File: src/rtl/spi_dac_driver.sv
// spi_dac_driver: serialises 8-bit DDS samples into 16-bit SPI DAC frames with a
// one-deep latest-wins pending register and a saturating dropped-sample counter.
module spi_dac_driver #(
    parameter int          SCLK_HALF = 1,
    parameter int          CS_HIGH   = 2,
    parameter logic [3:0]  CTRL_BITS = 4'h0
) (
    input  logic        clk,
    input  logic        rst_n,
    input  logic [7:0]  sample_in,
    input  logic        sample_valid,
    output logic        dac_cs_n,
    output logic        dac_sclk,
    output logic        dac_din,
    output logic        busy,
    output logic        frame_done,
    output logic [15:0] drop_cnt
);
    typedef enum logic [1:0] {IDLE, SHIFT, HOLD} state_t;
    localparam logic [3:0] HL = 4'(SCLK_HALF - 1);
    localparam logic [3:0] CL = 4'(CS_HIGH - 1);
    state_t      state, state_n;
    logic [3:0]  hcnt, hcnt_n, bcnt, bcnt_n;
    logic [15:0] shreg, shreg_n, drop_n;
    logic [7:0]  pend, pend_n;
    logic        pend_v, pend_v_n, cs_n_n, sclk_n, din_n, fd_n;
    logic        last_hold, start, drop_inc;
    always_comb begin
        last_hold = state == HOLD && hcnt == CL;
        start     = (state == IDLE && sample_valid) || (last_hold && (sample_valid || pend_v));
        drop_inc  = sample_valid && pend_v && state != IDLE;
        drop_n    = (drop_inc && drop_cnt != 16'hFFFF) ? drop_cnt + 16'd1 : drop_cnt;
        pend_n    = pend;
        pend_v_n  = pend_v;
        if (last_hold) begin
            pend_v_n = 1'b0;
        end else if (sample_valid && state != IDLE) begin
            pend_n   = sample_in;
            pend_v_n = 1'b1;
        end
        state_n = state;
        hcnt_n  = hcnt;
        bcnt_n  = bcnt;
        shreg_n = shreg;
        cs_n_n  = dac_cs_n;
        sclk_n  = dac_sclk;
        din_n   = dac_din;
        if (start) begin
            state_n = SHIFT;
            hcnt_n  = 4'd0;
            bcnt_n  = 4'd0;
            shreg_n = {CTRL_BITS, sample_valid ? sample_in : pend, 4'b0000};
            cs_n_n  = 1'b0;
            sclk_n  = 1'b0;
            din_n   = CTRL_BITS[3];
        end else if (state == SHIFT) begin
            hcnt_n = hcnt + 4'd1;
            if (hcnt == HL) begin
                hcnt_n = 4'd0;
                sclk_n = ~dac_sclk;
                // data only moves on the falling edge so the DAC samples a stable bit
                if (dac_sclk && bcnt == 4'd15) begin
                    state_n = HOLD;
                    cs_n_n  = 1'b1;
                    din_n   = 1'b0;
                end else if (dac_sclk) begin
                    bcnt_n  = bcnt + 4'd1;
                    shreg_n = shreg << 1;
                    din_n   = shreg[14];
                end
            end
        end else if (state == HOLD) begin
            hcnt_n  = hcnt + 4'd1;
            state_n = last_hold ? IDLE : HOLD;
        end
        fd_n = state_n == HOLD && hcnt_n == CL;
    end
    always_ff @(posedge clk or negedge rst_n) begin
        if (!rst_n) begin
            state      <= IDLE;
            hcnt       <= 4'd0;
            bcnt       <= 4'd0;
            shreg      <= 16'd0;
            pend       <= 8'd0;
            pend_v     <= 1'b0;
            dac_cs_n   <= 1'b1;
            dac_sclk   <= 1'b0;
            dac_din    <= 1'b0;
            busy       <= 1'b0;
            frame_done <= 1'b0;
            drop_cnt   <= 16'd0;
        end else begin
            state      <= state_n;
            hcnt       <= hcnt_n;
            bcnt       <= bcnt_n;
            shreg      <= shreg_n;
            pend       <= pend_n;
            pend_v     <= pend_v_n;
            dac_cs_n   <= cs_n_n;
            dac_sclk   <= sclk_n;
            dac_din    <= din_n;
            busy       <= state_n != IDLE;
            frame_done <= fd_n;
            drop_cnt   <= drop_n;
        end
    end
endmodule

File: config.mk
export PLATFORM = sky130hd
export DESIGN_NAME = spi_dac_driver
export DESIGN_NICKNAME = d
export VERILOG_FILES = /design/src/rtl/spi_dac_driver.sv
export SDC_FILE = /design/constraint.sdc
export NUM_CORES = 1
export LEC_CHECK = 0
export CORE_MARGIN = 2
export CORE_UTILIZATION = 45
export CTS_BUF_LIST = sky130_fd_sc_hd__clkbuf_4 sky130_fd_sc_hd__clkbuf_8
export CTS_CLUSTER_SIZE = 30
export DETAILED_ROUTE_END_ITERATION = 8
export PLACE_DENSITY = 0.76
export SYNTH_ARGS = -nofsm -noshare
export SYNTH_HDL_FRONTEND = slang
export SYNTH_SLANG_ARGS = --single-unit
File: constraint.sdc
create_clock -name clk -period 2.4 [get_ports clk]
set_input_delay 0.48 -clock clk [delete_from_list [all_inputs] [get_ports clk]]
set_output_delay 0.48 -clock clk [all_outputs]
set_load 0.005 [all_outputs]
Word-level counts from Yosys, hierarchy flattened
Index checks and enable logic that the tools add are counted.
{"block": "word_totals", "input_bits": 11, "reg_bits": 55, "elab_cells": 86, "out_inout_bits": 21}
{"block": "op_classes", "n_reduce_logical": 26, "muxes": 35, "addsub": 3, "bitwise_logic": 2, "eq_ne": 8}
{"operator": "$mux 15", "n": 5}
{"operator": "$mux 4", "n": 9}
{"operator": "$add 16x1->16 const B", "n": 1}
{"operator": "$ne 16x16->1 const B", "n": 1}
{"operator": "$mux 1", "n": 14}
{"operator": "$reduce_bool 2->1", "n": 7}
{"operator": "$mux 2", "n": 6}
{"operator": "$logic_and 1x1->1", "n": 9}
{"operator": "$add 4x1->4 const B", "n": 2}
{"operator": "$eq 4x1->1 const B", "n": 2}
{"operator": "$mux 8", "n": 1}
{"operator": "$reduce_and 3->1", "n": 2}
{"operator": "$eq 2x2->1 const B", "n": 2}
{"operator": "$eq 4x4->1 const B", "n": 1}
{"operator": "$logic_not 4->1", "n": 1}
{"operator": "$reduce_and 2->1", "n": 2}
{"operator": "$reduce_and 4->1", "n": 1}
{"operator": "$reduce_bool 3->1", "n": 1}
{"operator": "$eq 2x1->1 const B", "n": 1}
{"operator": "$logic_not 2->1", "n": 1}
{"operator": "$logic_or 1x1->1", "n": 2}
{"operator": "$ne 2x2->1 const B", "n": 1}
{"operator": "$not 1->1", "n": 2}

Logic depth before layout (Yosys ltp)
Gate-level depths: netlist of the first run.
{"block": "logic_depth", "ltp_word": 8, "depth_mapped": 8, "mapped_depth_nobuf": 7}

Least setup slack after synthesis of the first run
Ideal clock, no wire load.
{"block": "synth_timing", "path_type": "reg-to-reg", "start": "register hcnt[1]", "end": "register frame_done", "synth_period_minus_slack_ns": 2.134, "required_ns": 2.320, "path_buffers": 1, "slack_ns": 0.266, "arrival_ns": 2.055, "stages_incl_launch_ff": 9, "setup_ns": 0.080, "path_cell_list": "dfrtp_1 > inv_1 > ha_1 > or3b_1 > buf_6 > o31ai_4 > nand2_2 > or4_4 > nor3b_2"}
{"block": "synth_between", "word_cells_on_any_way": 18, "cone_classes": "add/sub (1); eq/ne (3); mux (9); reduce/logical (5)"}
{"element": "start: declaration", "line": "23", "rtl": "logic [3:0] hcnt, hcnt_n, bcnt, bcnt_n;"}
{"element": "start signal: assignment", "line": "94", "rtl": "hcnt <= hcnt_n;"}
{"element": "$eq 4x1->1", "line": "29", "rtl": "last_hold = state == HOLD && hcnt == CL;"}
{"element": "$logic_and 1x1->1", "line": "29"}
{"element": "$logic_and 1x1->1", "line": "30", "rtl": "start = (state == IDLE && sample_valid) || (last_hold && (sample_valid || pend_v));"}
{"element": "$logic_or 1x1->1", "line": "30"}
{"element": "$mux 2 *", "line": "48", "rtl": "if (start) begin"}
{"element": "net state_n[0]", "line": "22", "rtl": "state_t state, state_n;"}
{"element": "$eq 2x2->1 *", "line": "76", "rtl": "fd_n = state_n == HOLD && hcnt_n == CL;"}
{"element": "$logic_and 1x1->1 *", "line": "76"}
{"element": "net fd_n", "line": "26", "rtl": "logic pend_v, pend_v_n, cs_n_n, sclk_n, din_n, fd_n;"}
{"element": "end signal: assignment", "line": "103", "rtl": "frame_done <= fd_n;"}
{"element": "end: declaration", "line": "16", "rtl": "output logic frame_done,"}
Mark *: on every way through the listed nets, which the timed path passes. The rest lies on a longest branch.
A chain may end at the register's enable or synchronous reset.

Worst setup path in the final report of the first run
{"block": "layout_timing", "start": "register hcnt[1]", "end": "register pend[5]"}
{"block": "layout_between", "elab_chain_len": 4}
{"element": "$eq 4x1->1", "line": "29"}
{"element": "$logic_and 1x1->1", "line": "29"}
{"element": "$not 1->1 (no source line)"}
{"element": "$reduce_and 2->1 (no source line)"}
{"element": "end signal: assignment", "line": "97", "rtl": "pend <= pend_n;"}
{"element": "end: declaration", "line": "25", "rtl": "logic [7:0] pend, pend_n;"}
No other way between the ends.

==> flow_summary.html, run 1 <==
<table>
<tr><th>Metric</th><th>Value</th></tr>
<tr><th colspan="2">Yosys</th></tr>
<tr><td>Number of instances in the synthesized netlist</td><td>233</td></tr>
<tr><td>Post-Synthesis Cell Area</td><td>2490 um^2</td></tr>
<tr><td>Combinational family with the most area after synthesis</td><td>simple AND/OR/NAND/NOR gates</td></tr>
<tr><td>Count of state elements after synthesis</td><td>51</td></tr>
<tr><td>Area share of fa/ha/maj cells after synthesis</td><td>2.51%</td></tr>
<tr><td>Compound-gate portion of the synthesized area</td><td>8.53%</td></tr>
<tr><td>Post-synthesis share of cell area spent on xor and xnor gates</td><td>6.32%</td></tr>
<tr><td>Yosys warns</td><td>0</td></tr>
<tr><td>Number of synthesized flops with an enable pin</td><td>0</td></tr>
<tr><td>Most frequently used flop master after synthesis</td><td>sky130_fd_sc_hd__dfrtp_1</td></tr>
<tr><td>Main area contributors after synthesis</td><td>sky130_fd_sc_hd__dfrtp_1 (50%), sky130_fd_sc_hd__mux2i_1 (5.2%), sky130_fd_sc_hd__mux2_2 (4.1%)</td></tr>
<tr><td>Cell accounting for the most synthesized area</td><td>sky130_fd_sc_hd__dfrtp_1</td></tr>
<tr><td>Post-synth ARST share</td><td>100%</td></tr>
<tr><td>Number of library cell types mapped by synthesis</td><td>47</td></tr>
<tr><td>Syn nets</td><td>249</td></tr>
<tr><td>List of most frequent post-synthesis cells</td><td>sky130_fd_sc_hd__dfrtp_1 (50), sky130_fd_sc_hd__nand2_1 (24), sky130_fd_sc_hd__nor2_1 (24)</td></tr>
<tr><td>Fraction of the mapped netlist area in simple logic gates</td><td>19.6%</td></tr>
<tr><td>Most numerous cell in the Yosys netlist</td><td>sky130_fd_sc_hd__dfrtp_1</td></tr>
<tr><td>Mux cell area share after synthesis</td><td>9.28%</td></tr>
<tr><td>Average cell area after synthesis</td><td>10.7 um^2</td></tr>
<tr><td>Fraction of post-synthesis cell area in the top cell type by area</td><td>50.2%</td></tr>
<tr><td>Sequential fraction of the synthesis area</td><td>51.2%</td></tr>
<tr><th colspan="2">Routing</th></tr>
<tr><td>Total length of routed wires</td><td>4.87 mm</td></tr>
<tr><td>Wire length per cell</td><td>14.2 um</td></tr>
<tr><td>Detailed-route vias per instance</td><td>5.39</td></tr>
<tr><td>Drt drc</td><td>0</td></tr>
<tr><td>First-pass detailed-route iteration total</td><td>4</td></tr>
<tr><td>Number of nets still failing antenna checks after routing</td><td>0</td></tr>
<tr><td>Overall via count from detail_route</td><td>1855</td></tr>
<tr><td>Violation count after the first detailed-routing iteration</td><td>91</td></tr>
<tr><th colspan="2">STA</th></tr>
<tr><td>Hold Worst Slack</td><td>0.175 ns</td></tr>
<tr><td>Setup-failing EPs final</td><td>0</td></tr>
<tr><td>Final period util</td><td>95.4%</td></tr>
<tr><td>RSZ-0062 raised after global routing</td><td>no</td></tr>
<tr><td>Crit path time final</td><td>2.29 ns</td></tr>
<tr><td>Final-layout setup total negative slack</td><td>0 ns</td></tr>
<tr><td>Worst slew margin relative to its limit</td><td>58.8%</td></tr>
<tr><td>Number of max-slew violations in the final report</td><td>0</td></tr>
<tr><td>Fmax</td><td>437 MHz</td></tr>
<tr><td>Number of failing hold endpoints at the final stage</td><td>0</td></tr>
<tr><td>Worst clock skew on the final layout</td><td>0.00623 ns</td></tr>
<tr><td>Measured slew at the worst slew-check pin</td><td>0.617 ns</td></tr>
<tr><th colspan="2">Floorplan</th></tr>
<tr><td>Total die area</td><td>6160 um^2</td></tr>
<tr><td>Total core area</td><td>5440 um^2</td></tr>
<tr><td>Initial core utilization</td><td>45.9%</td></tr>
<tr><td>Die width</td><td>78.5 um</td></tr>
<tr><td>Cell row count</td><td>27</td></tr>
<tr><td>Number of top-level pins</td><td>32</td></tr>
<tr><td>Vert. Die Dim</td><td>78.5 um</td></tr>
<tr><th colspan="2">Critical path</th></tr>
<tr><td>Slowest Stage Delay on Critical Path</td><td>0.60 ns</td></tr>
<tr><td>Setup crit start kind</td><td>flip-flop</td></tr>
<tr><td>Max Fanout on Critical Path</td><td>9</td></tr>
<tr><td>Worst reg-to-reg setup slack</td><td>0.11 ns</td></tr>
<tr><td>Class of the most critical setup path</td><td>flip-flop to flip-flop</td></tr>
<tr><td>Type of element capturing the critical path</td><td>flip-flop</td></tr>
<tr><td>Reg-to-Reg Start</td><td>hcnt[1]</td></tr>
<tr><td>Crit path capture</td><td>pend[5]</td></tr>
<tr><td>Endpoint of the most critical register-to-register path</td><td>pend[5]</td></tr>
<tr><td>Worst reg2reg path depth</td><td>6</td></tr>
<tr><td>Arrival time worst endpoint</td><td>2.49 ns</td></tr>
<tr><td>Worst path cell trace</td><td>inv_1 &gt; ha_1 &gt; or4b_2 &gt; and2_1 &gt; nand2_1 &gt; mux2_2</td></tr>
<tr><td>Required time worst endpoint</td><td>2.60 ns</td></tr>
<tr><td>Worst setup path startpoint</td><td>hcnt[1]</td></tr>
<tr><td>Slowest CP cell</td><td>sky130_fd_sc_hd__or4b_2</td></tr>
<tr><th colspan="2">GRT</th></tr>
<tr><td>Vias in the first global route</td><td>1782</td></tr>
<tr><td>Pin count of the biggest net entering global routing</td><td>27</td></tr>
<tr><td>GRT Resource Usage Total</td><td>17.2%</td></tr>
<tr><td>Number of antenna violations at the first check in global routing</td><td>0</td></tr>
<tr><td>Remaining Overflow, GRT</td><td>0</td></tr>
<tr><td>Global-route wire length before repair</td><td>8.35 mm</td></tr>
<tr><th colspan="2">Placement</th></tr>
<tr><td>Last weighted congestion value of the routability-driven placer</td><td>0.869</td></tr>
<tr><td>Estimated wirelength of the detail-placed design</td><td>3.50 mm</td></tr>
<tr><td>Count of input and output buffers</td><td>31</td></tr>
<tr><td>Cell count after placement</td><td>336</td></tr>
<tr><th colspan="2">Power</th></tr>
<tr><td>Pleak</td><td>1.28 nW</td></tr>
<tr><td>Worst IR Drop VDD</td><td>0.489 mV</td></tr>
<tr><td>Power density over cell area</td><td>962 nW/um^2</td></tr>
<tr><td>Total power after layout</td><td>2.91 mW</td></tr>
<tr><th colspan="2">CTS</th></tr>
<tr><td>Count of cells resized by post-cts repair</td><td>0</td></tr>
<tr><td>Skew-Pair Late Insertion Delay</td><td>0.30 ns</td></tr>
<tr><td>Cell at the root of the clock tree</td><td>sky130_fd_sc_hd__clkbuf_8</td></tr>
<tr><td>CTS tree</td><td>yes</td></tr>
<tr><td>Number of clock buffers inserted by TritonCTS</td><td>5</td></tr>
<tr><td>Buffers inserted by post-CTS timing repair</td><td>0</td></tr>
<tr><td>Clock Tree Buf Depth</td><td>2</td></tr>
<tr><td>Hold buffer count at CTS</td><td>0</td></tr>
<tr><td>Count of clock tree sinks</td><td>51</td></tr>
<tr><td>Clock input transition at the sequential cells of the worst setup and hold paths</td><td>0.09 ns</td></tr>
<tr><td>Number of H-tree levels</td><td>2</td></tr>
<tr><th colspan="2">Cells and area</th></tr>
<tr><td>Proportion of layout cells with a drive suffix above 1</td><td>14.3%</td></tr>
<tr><td>Diode count</td><td>0</td></tr>
<tr><td>Number of nets at the end of the flow</td><td>287</td></tr>
<tr><td>Finished Layout Cells</td><td>344</td></tr>
<tr><td>Area growth from synthesis to layout</td><td>21.4%</td></tr>
<tr><th colspan="2">Hold path</th></tr>
<tr><td>Hold crit path type</td><td>input pin to asynchronous set/reset pin</td></tr>
<tr><th colspan="2">Outcome</th></tr>
<tr><td>Result of the run</td><td>complete, no violations</td></tr>
<tr><th colspan="2">Flow run</th></tr>
<tr><td>Number of max-cap violations</td><td>0</td></tr>
</table>
==> placed cells by master (no fill, tap or decap), types with 2 or more instances in the layout <==
cell type	synthesis	routed
sky130_fd_sc_hd__dfrtp_1	50	50
sky130_fd_sc_hd__clkdlybuf4s50_1	0	30
sky130_fd_sc_hd__nand2_1	24	24
sky130_fd_sc_hd__nor2_1	24	24
sky130_fd_sc_hd__mux2i_1	13	13
sky130_fd_sc_hd__nand3_1	11	11
sky130_fd_sc_hd__xnor2_1	11	11
sky130_fd_sc_hd__mux2_2	9	9
sky130_fd_sc_hd__buf_4	0	8
sky130_fd_sc_hd__nand4_1	7	7
sky130_fd_sc_hd__xor2_1	7	7
sky130_fd_sc_hd__o221ai_1	7	7
sky130_fd_sc_hd__inv_1	5	5
sky130_fd_sc_hd__a21oi_1	5	5
sky130_fd_sc_hd__ha_1	5	5
sky130_fd_sc_hd__clkbuf_8	0	5
sky130_fd_sc_hd__nor2b_1	4	4
sky130_fd_sc_hd__a21o_1	3	3
sky130_fd_sc_hd__and2_1	3	3
sky130_fd_sc_hd__o21ai_0	3	3
sky130_fd_sc_hd__nor4_1	3	3
sky130_fd_sc_hd__nor3_1	4	3
sky130_fd_sc_hd__or2_2	2	2
sky130_fd_sc_hd__or3_1	2	2
==> power breakdown <==
| part | switching (mW) | internal (mW) | total [mW] |
|---|---|---|---|
| Sequential | 0.244 | 1.14 | 1.38 |
| Combinational | 0.480 | 0.555 | 1.04 |
| Clock | 0.280 | 0.216 | 0.495 |
==> worst min path at each step <==
stage / depth (start not counted) / slack [ns] / endpoint
2_1_floorplan: 0 / 0.18 / bcnt[0]
3_3_place_gp: 2 / 0.46 / shreg[9]
3_5_place_dp: 2 / 0.48 / shreg[6]
4_1_cts: 1 / 0.19 / drop_cnt[2]
5_1_grt: 1 / 0.21 / dac_sclk
6_report: 1 / 0.18 / drop_cnt[2]
==> registers in the layout (all words and copies together) (netlist names) <==
name / cells
dac_cs_n: 1
state: 2
frame_done: 1
pend: 8
busy: 1
dac_din: 1
drop_cnt: 16
pend_v: 1
shreg: 11
dac_sclk: 1
bcnt: 4
hcnt: 4
==> critical path: cells and delay by family, from the launching register on <==
kind                     cells  cell delay (ns)
buffers and inverters        1             0.10
flip-flops                   1             0.42
multiplexers                 1             0.38
AND/OR/NAND/NOR              3             1.12
adder cells (fa/ha/maj)      1             0.17
==> area by class of cell <==
cell class              instances  area, um^2
well taps                      72        90.1
multi-input cells             168        1170
fillers                       472        2410
inverters                       5        18.8
flip-flops and latches         51        1280
repair buffers                 40         385
clock buffers                   6        76.3
clock inverters                 2        12.5
==> layer usage <==
metal / part of all wire [%] / global-route usage (%) / up-vias
li1: - / - / 903
met1: 47 / 22.5 / 913
met2: 49 / 29.0 / 31
met3: 3.0 / 3.56 / 8
met4: 1.4 / 5.26 / 0
met5: 0 / 0 / -
==> per-stage QoR <==
step	utilization, %	area, um^2	setup slack (ns)
global placement	53.9	2930	0.0674
finish	55.7	3030	0.109
detailed placement	53.9	2930	0.0564
CTS	55.6	3020	0.0133
floorplan	-	2490	0.266
global route	55.7	3030	0.00816
==> cells by family (layout without fill, tap and decap cells) <==
group / Yosys count / count (layout)
buf+inv: 14 / 53
xor+xnor: 18 / 18
simple gates: 95 / 95
mux: 22 / 22
fa+ha+maj: 5 / 5
flops: 51 / 51
compound gates: 28 / 28
No activity file was read; power rests on OpenSTA's default activity.
==> inputs of run 2 (changes only) <==
CORE_UTILIZATION = 57   (was 45)
PLACE_DENSITY = 0.91   (was 0.76)
SKIP_CTS_REPAIR_TIMING = 1   (was default)
==> run 2 against run 1 <==
- first-iteration DRC count increased by 4.4%
- non-clock buffer count increased by 2
- via count increased by 1.9%
- highest routed layer unchanged
- setup slack got worse by 0.046 ns
- utilization increased by 16 points
- critical path type unchanged
- critical path depth increased by 1
- register-to-register slack got worse by 0.05 ns
- critical endpoint is now frame_done
==> flow_summary.html, run 2 (synthesis gave the netlist of run 1 again) <==
<table>
<tr><th>Metric</th><th>Value</th></tr>
<tr><th colspan="2">Critical path</th></tr>
<tr><td>Setup crit start kind</td><td>flip-flop</td></tr>
<tr><td>Max Fanout on Critical Path</td><td>5 (-4)</td></tr>
<tr><td>Slowest CP cell</td><td>sky130_fd_sc_hd__or4_4</td></tr>
<tr><td>Arrival time worst endpoint</td><td>2.56 ns (+0.07 ns)</td></tr>
<tr><td>Required time worst endpoint</td><td>2.62 ns (+0.02 ns)</td></tr>
<tr><td>Endpoint of the most critical register-to-register path</td><td>frame_done</td></tr>
<tr><td>Worst path cell trace</td><td>inv_2 &gt; ha_4 &gt; or3b_4 &gt; o31ai_4 &gt; nand2_2 &gt; or4_4 &gt; nor3b_4</td></tr>
<tr><td>Worst reg-to-reg setup slack</td><td>0.06 ns (-0.05 ns)</td></tr>
<tr><td>Type of element capturing the critical path</td><td>flip-flop</td></tr>
<tr><td>Worst reg2reg path depth</td><td>7 (+1)</td></tr>
<tr><td>Class of the most critical setup path</td><td>flip-flop to flip-flop</td></tr>
<tr><td>Reg-to-Reg Start</td><td>hcnt[1]</td></tr>
<tr><td>Slowest Stage Delay on Critical Path</td><td>0.56 ns (-0.04 ns)</td></tr>
<tr><th colspan="2">Cells and area</th></tr>
<tr><td>Diode count</td><td>0 (unchanged)</td></tr>
<tr><td>Proportion of layout cells with a drive suffix above 1</td><td>16.4% (+2.1 points)</td></tr>
<tr><td>Number of nets at the end of the flow</td><td>289 (+0.70%)</td></tr>
<tr><td>Register name with the most flops</td><td>drop_cnt</td></tr>
<tr><td>Largest registers in the final layout</td><td>drop_cnt x16, shreg x11, pend x8</td></tr>
<tr><td>Max FFs per register</td><td>16 (unchanged)</td></tr>
<tr><td>Commonest non-fill, non-tap cells in the layout</td><td>sky130_fd_sc_hd__dfrtp_1 (49), sky130_fd_sc_hd__clkdlybuf4s50_1 (30), sky130_fd_sc_hd__nand2_1 (24), sky130_fd_sc_hd__nor2_1 (24), sky130_fd_sc_hd__mux2i_1 (13)</td></tr>
<tr><td>Number of fill cells</td><td>320 (-32%)</td></tr>
<tr><td>Area taken by flip-flops and latches</td><td>1280 um^2 (about the same)</td></tr>
<tr><td>Multi-input gate area</td><td>1190 um^2 (+1.6%)</td></tr>
<tr><td>Area growth from synthesis to layout</td><td>22.9%</td></tr>
<tr><td>Most frequent standard cell in the layout excluding fill and tap cells</td><td>sky130_fd_sc_hd__dfrtp_1</td></tr>
<tr><td>Post-route design area</td><td>3070 um^2 (+1.2%)</td></tr>
<tr><th colspan="2">GRT</th></tr>
<tr><td>GR Util met1</td><td>28.7% (+6.2 points)</td></tr>
<tr><td>Global-route wire length before repair</td><td>8.60 mm (+3.0%)</td></tr>
<tr><td>Pin count of the biggest net entering global routing</td><td>28 (+3.7%)</td></tr>
<tr><td>GRT Resource Usage Total</td><td>22.1% (+4.9 points)</td></tr>
<tr><td>Vias in the first global route</td><td>1895 (+6.3%)</td></tr>
<tr><td>Met2 layer usage reported by global route</td><td>36.7% (+7.8 points)</td></tr>
<tr><td>Met3 routing resource usage after global routing</td><td>3.90% (+0.33 points)</td></tr>
<tr><td>Number of antenna violations at the first check in global routing</td><td>0 (unchanged)</td></tr>
<tr><td>Top Usage Layer GRT</td><td>met2</td></tr>
<tr><td>Remaining Overflow, GRT</td><td>0 (unchanged)</td></tr>
<tr><th colspan="2">Power</th></tr>
<tr><td>Share of total power in sequential cells</td><td>45.3% (-2.2 points)</td></tr>
<tr><td>Switching component of the power</td><td>1.05 mW (+5.0%)</td></tr>
<tr><td>Power density over cell area</td><td>1000 nW/um^2 (+4.3%)</td></tr>
<tr><td>Total power after layout</td><td>3.07 mW (+5.6%)</td></tr>
<tr><td>Pleak</td><td>1.30 nW (+1.9%)</td></tr>
<tr><td>Combinational group share of total power</td><td>36.8% (+1.3 points)</td></tr>
<tr><td>Switching part of the total</td><td>34.3% (-0.19 points)</td></tr>
<tr><td>Design internal power</td><td>2.02 mW (+5.9%)</td></tr>
<tr><td>Worst IR Drop VDD</td><td>0.645 mV (+32%)</td></tr>
<tr><td>Clock share of power</td><td>17.9% (+0.9 points)</td></tr>
<tr><th colspan="2">Flow run</th></tr>
<tr><td>Number of max-cap violations</td><td>0 (unchanged)</td></tr>
<tr><th colspan="2">STA</th></tr>
<tr><td>Number of max-slew violations in the final report</td><td>0 (unchanged)</td></tr>
<tr><td>Worst setup slack after layout</td><td>0.0636 ns (-0.0457 ns)</td></tr>
<tr><td>Final-layout setup total negative slack</td><td>0 ns (unchanged)</td></tr>
<tr><td>Final period util</td><td>97.3% (+1.9 points)</td></tr>
<tr><td>Setup-failing EPs final</td><td>0 (unchanged)</td></tr>
<tr><td>Crit path time final</td><td>2.34 ns (+0.0457 ns)</td></tr>
<tr><td>Number of failing hold endpoints at the final stage</td><td>0 (unchanged)</td></tr>
<tr><td>Worst clock skew on the final layout</td><td>0.00480 ns (-0.00143 ns)</td></tr>
<tr><td>Worst slew margin relative to its limit</td><td>62.2% (+3.4 points)</td></tr>
<tr><td>Fmax</td><td>428 MHz (-2.0%)</td></tr>
<tr><td>Measured slew at the worst slew-check pin</td><td>0.562 ns (-0.0555 ns)</td></tr>
<tr><th colspan="2">CTS</th></tr>
<tr><td>Count of clock tree sinks</td><td>51 (unchanged)</td></tr>
<tr><td>Number of H-tree levels</td><td>2 (unchanged)</td></tr>
<tr><td>Clock Tree Buf Depth</td><td>2 (unchanged)</td></tr>
<tr><td>CTS tree</td><td>yes</td></tr>
<tr><td>Cell at the root of the clock tree</td><td>sky130_fd_sc_hd__clkbuf_8</td></tr>
<tr><td>Clock input transition at the sequential cells of the worst setup and hold paths</td><td>0.09 ns (about the same)</td></tr>
<tr><td>Skew-Pair Late Insertion Delay</td><td>0.30 ns (about the same)</td></tr>
<tr><td>Number of clock buffers inserted by TritonCTS</td><td>5 (unchanged)</td></tr>
<tr><th colspan="2">Placement</th></tr>
<tr><td>Area after DPL</td><td>2910 um^2 (-0.68%)</td></tr>
<tr><td>Estimated wirelength of the detail-placed design</td><td>3.66 mm (+4.6%)</td></tr>
<tr><td>Setup slack at placement</td><td>-0.0310 ns (-0.0874 ns)</td></tr>
<tr><td>Last weighted congestion value of the routability-driven placer</td><td>0.831 (-4.4%)</td></tr>
<tr><td>Count of input and output buffers</td><td>31 (unchanged)</td></tr>
<tr><th colspan="2">Routing</th></tr>
<tr><td>Violation count after the first detailed-routing iteration</td><td>95 (+4.4%)</td></tr>
<tr><td>First-pass detailed-route iteration total</td><td>4 (unchanged)</td></tr>
<tr><td>Drt drc</td><td>0 (unchanged)</td></tr>
<tr><td>Number of nets still failing antenna checks after routing</td><td>0 (unchanged)</td></tr>
<tr><td>Overall via count from detail_route</td><td>1890 (+1.9%)</td></tr>
<tr><td>Wire length per cell</td><td>15.8 um (+11%)</td></tr>
<tr><td>Total length of routed wires</td><td>5.14 mm (+5.6%)</td></tr>
<tr><td>Detailed-route vias per instance</td><td>5.80 (+7.5%)</td></tr>
<tr><th colspan="2">Hold path</th></tr>
<tr><td>Hold crit path type</td><td>input pin to asynchronous set/reset pin</td></tr>
<tr><th colspan="2">Floorplan</th></tr>
<tr><td>Number of top-level pins</td><td>32 (unchanged)</td></tr>
<tr><td>Vert. Die Dim</td><td>70.2 um (-11%)</td></tr>
<tr><td>Cell row count</td><td>24 (-11%)</td></tr>
<tr><td>Total core area</td><td>4290 um^2 (-21%)</td></tr>
<tr><td>Total die area</td><td>4920 um^2 (-20%)</td></tr>
<tr><td>Initial core utilization</td><td>58.1% (+12 points)</td></tr>
<tr><td>Die width</td><td>70.2 um (-11%)</td></tr>
<tr><th colspan="2">Outcome</th></tr>
<tr><td>Result of the run</td><td>complete, no violations</td></tr>
</table>
-- run 2: changes by cell type in the layout (fill, tap and decap cells not counted), sizes merged --
cell / change
clkinv: -1
clkbuf: +2
clkinvlp: -1
buf: +2
-- run 2: worst max path at each step --
stage	slack, ns	start	endpoint
final	0.06	hcnt[1]	frame_done
after global routing	-0.004	hcnt[1]	frame_done
after CTS	-0.06	hcnt[1]	frame_done
after detailed placement	-0.03	hcnt[1]	frame_done
after global placement	0.12	hcnt[0]	frame_done
after floorplan	0.27	hcnt[1]	frame_done
-- run 2: worst max-delay path: cells and delay by family (launching register included) --
family          cells  cell delay [ns]
flops               1             0.44
fa+ha+maj           1             0.13
compound gates      1             0.28
simple gates        4             1.29
buf+inv             1             0.10
-- run 2: area by class of cell --
cell class,instances,share of cell area [%]
clock buffer,8,3.39
multi-input combinational,168,38.7
sequential,51,41.7
tap,52,2.12
timing repair buffer,42,13.5
inverter,5,0.612
-- run 2: power by group through the flow --
| stage | Clock (mW) | Combinational [mW] | Sequential [mW] |
|---|---|---|---|
| floorplan | 0 | 0.691 | 1.34 |
| CTS | 0.554 | 1.06 | 1.39 |
| global placement | 0 | 0.993 | 1.38 |
| detailed placement | 0 | 1.05 | 1.40 |
| finish | 0.549 | 1.13 | 1.39 |
| global route | 0.586 | 1.25 | 1.43 |
-- run 2: stage by stage --
| step | util (%) | hold WS, ns | instances |
|---|---|---|---|
| 2_1_floorplan | - | 0.184 | 233 |
| 3_3_place_gp | 67.8 | 0.462 | 315 |
| 3_5_place_dp | 67.8 | 0.476 | 315 |
| 4_1_cts | 70.3 | 0.181 | 323 |
| 5_1_grt | 71.4 | 0.218 | 326 |
| 6_report | 71.4 | 0.160 | 326 |
-- run 2: routing by layer --
layer	part of all wire (%)	wire length [um]	up-vias
li1	-	-	905
met1	43	2210	917
met2	51	2600	56
met3	4.1	210	12
met4	2.3	116	0
met5	0	0	-
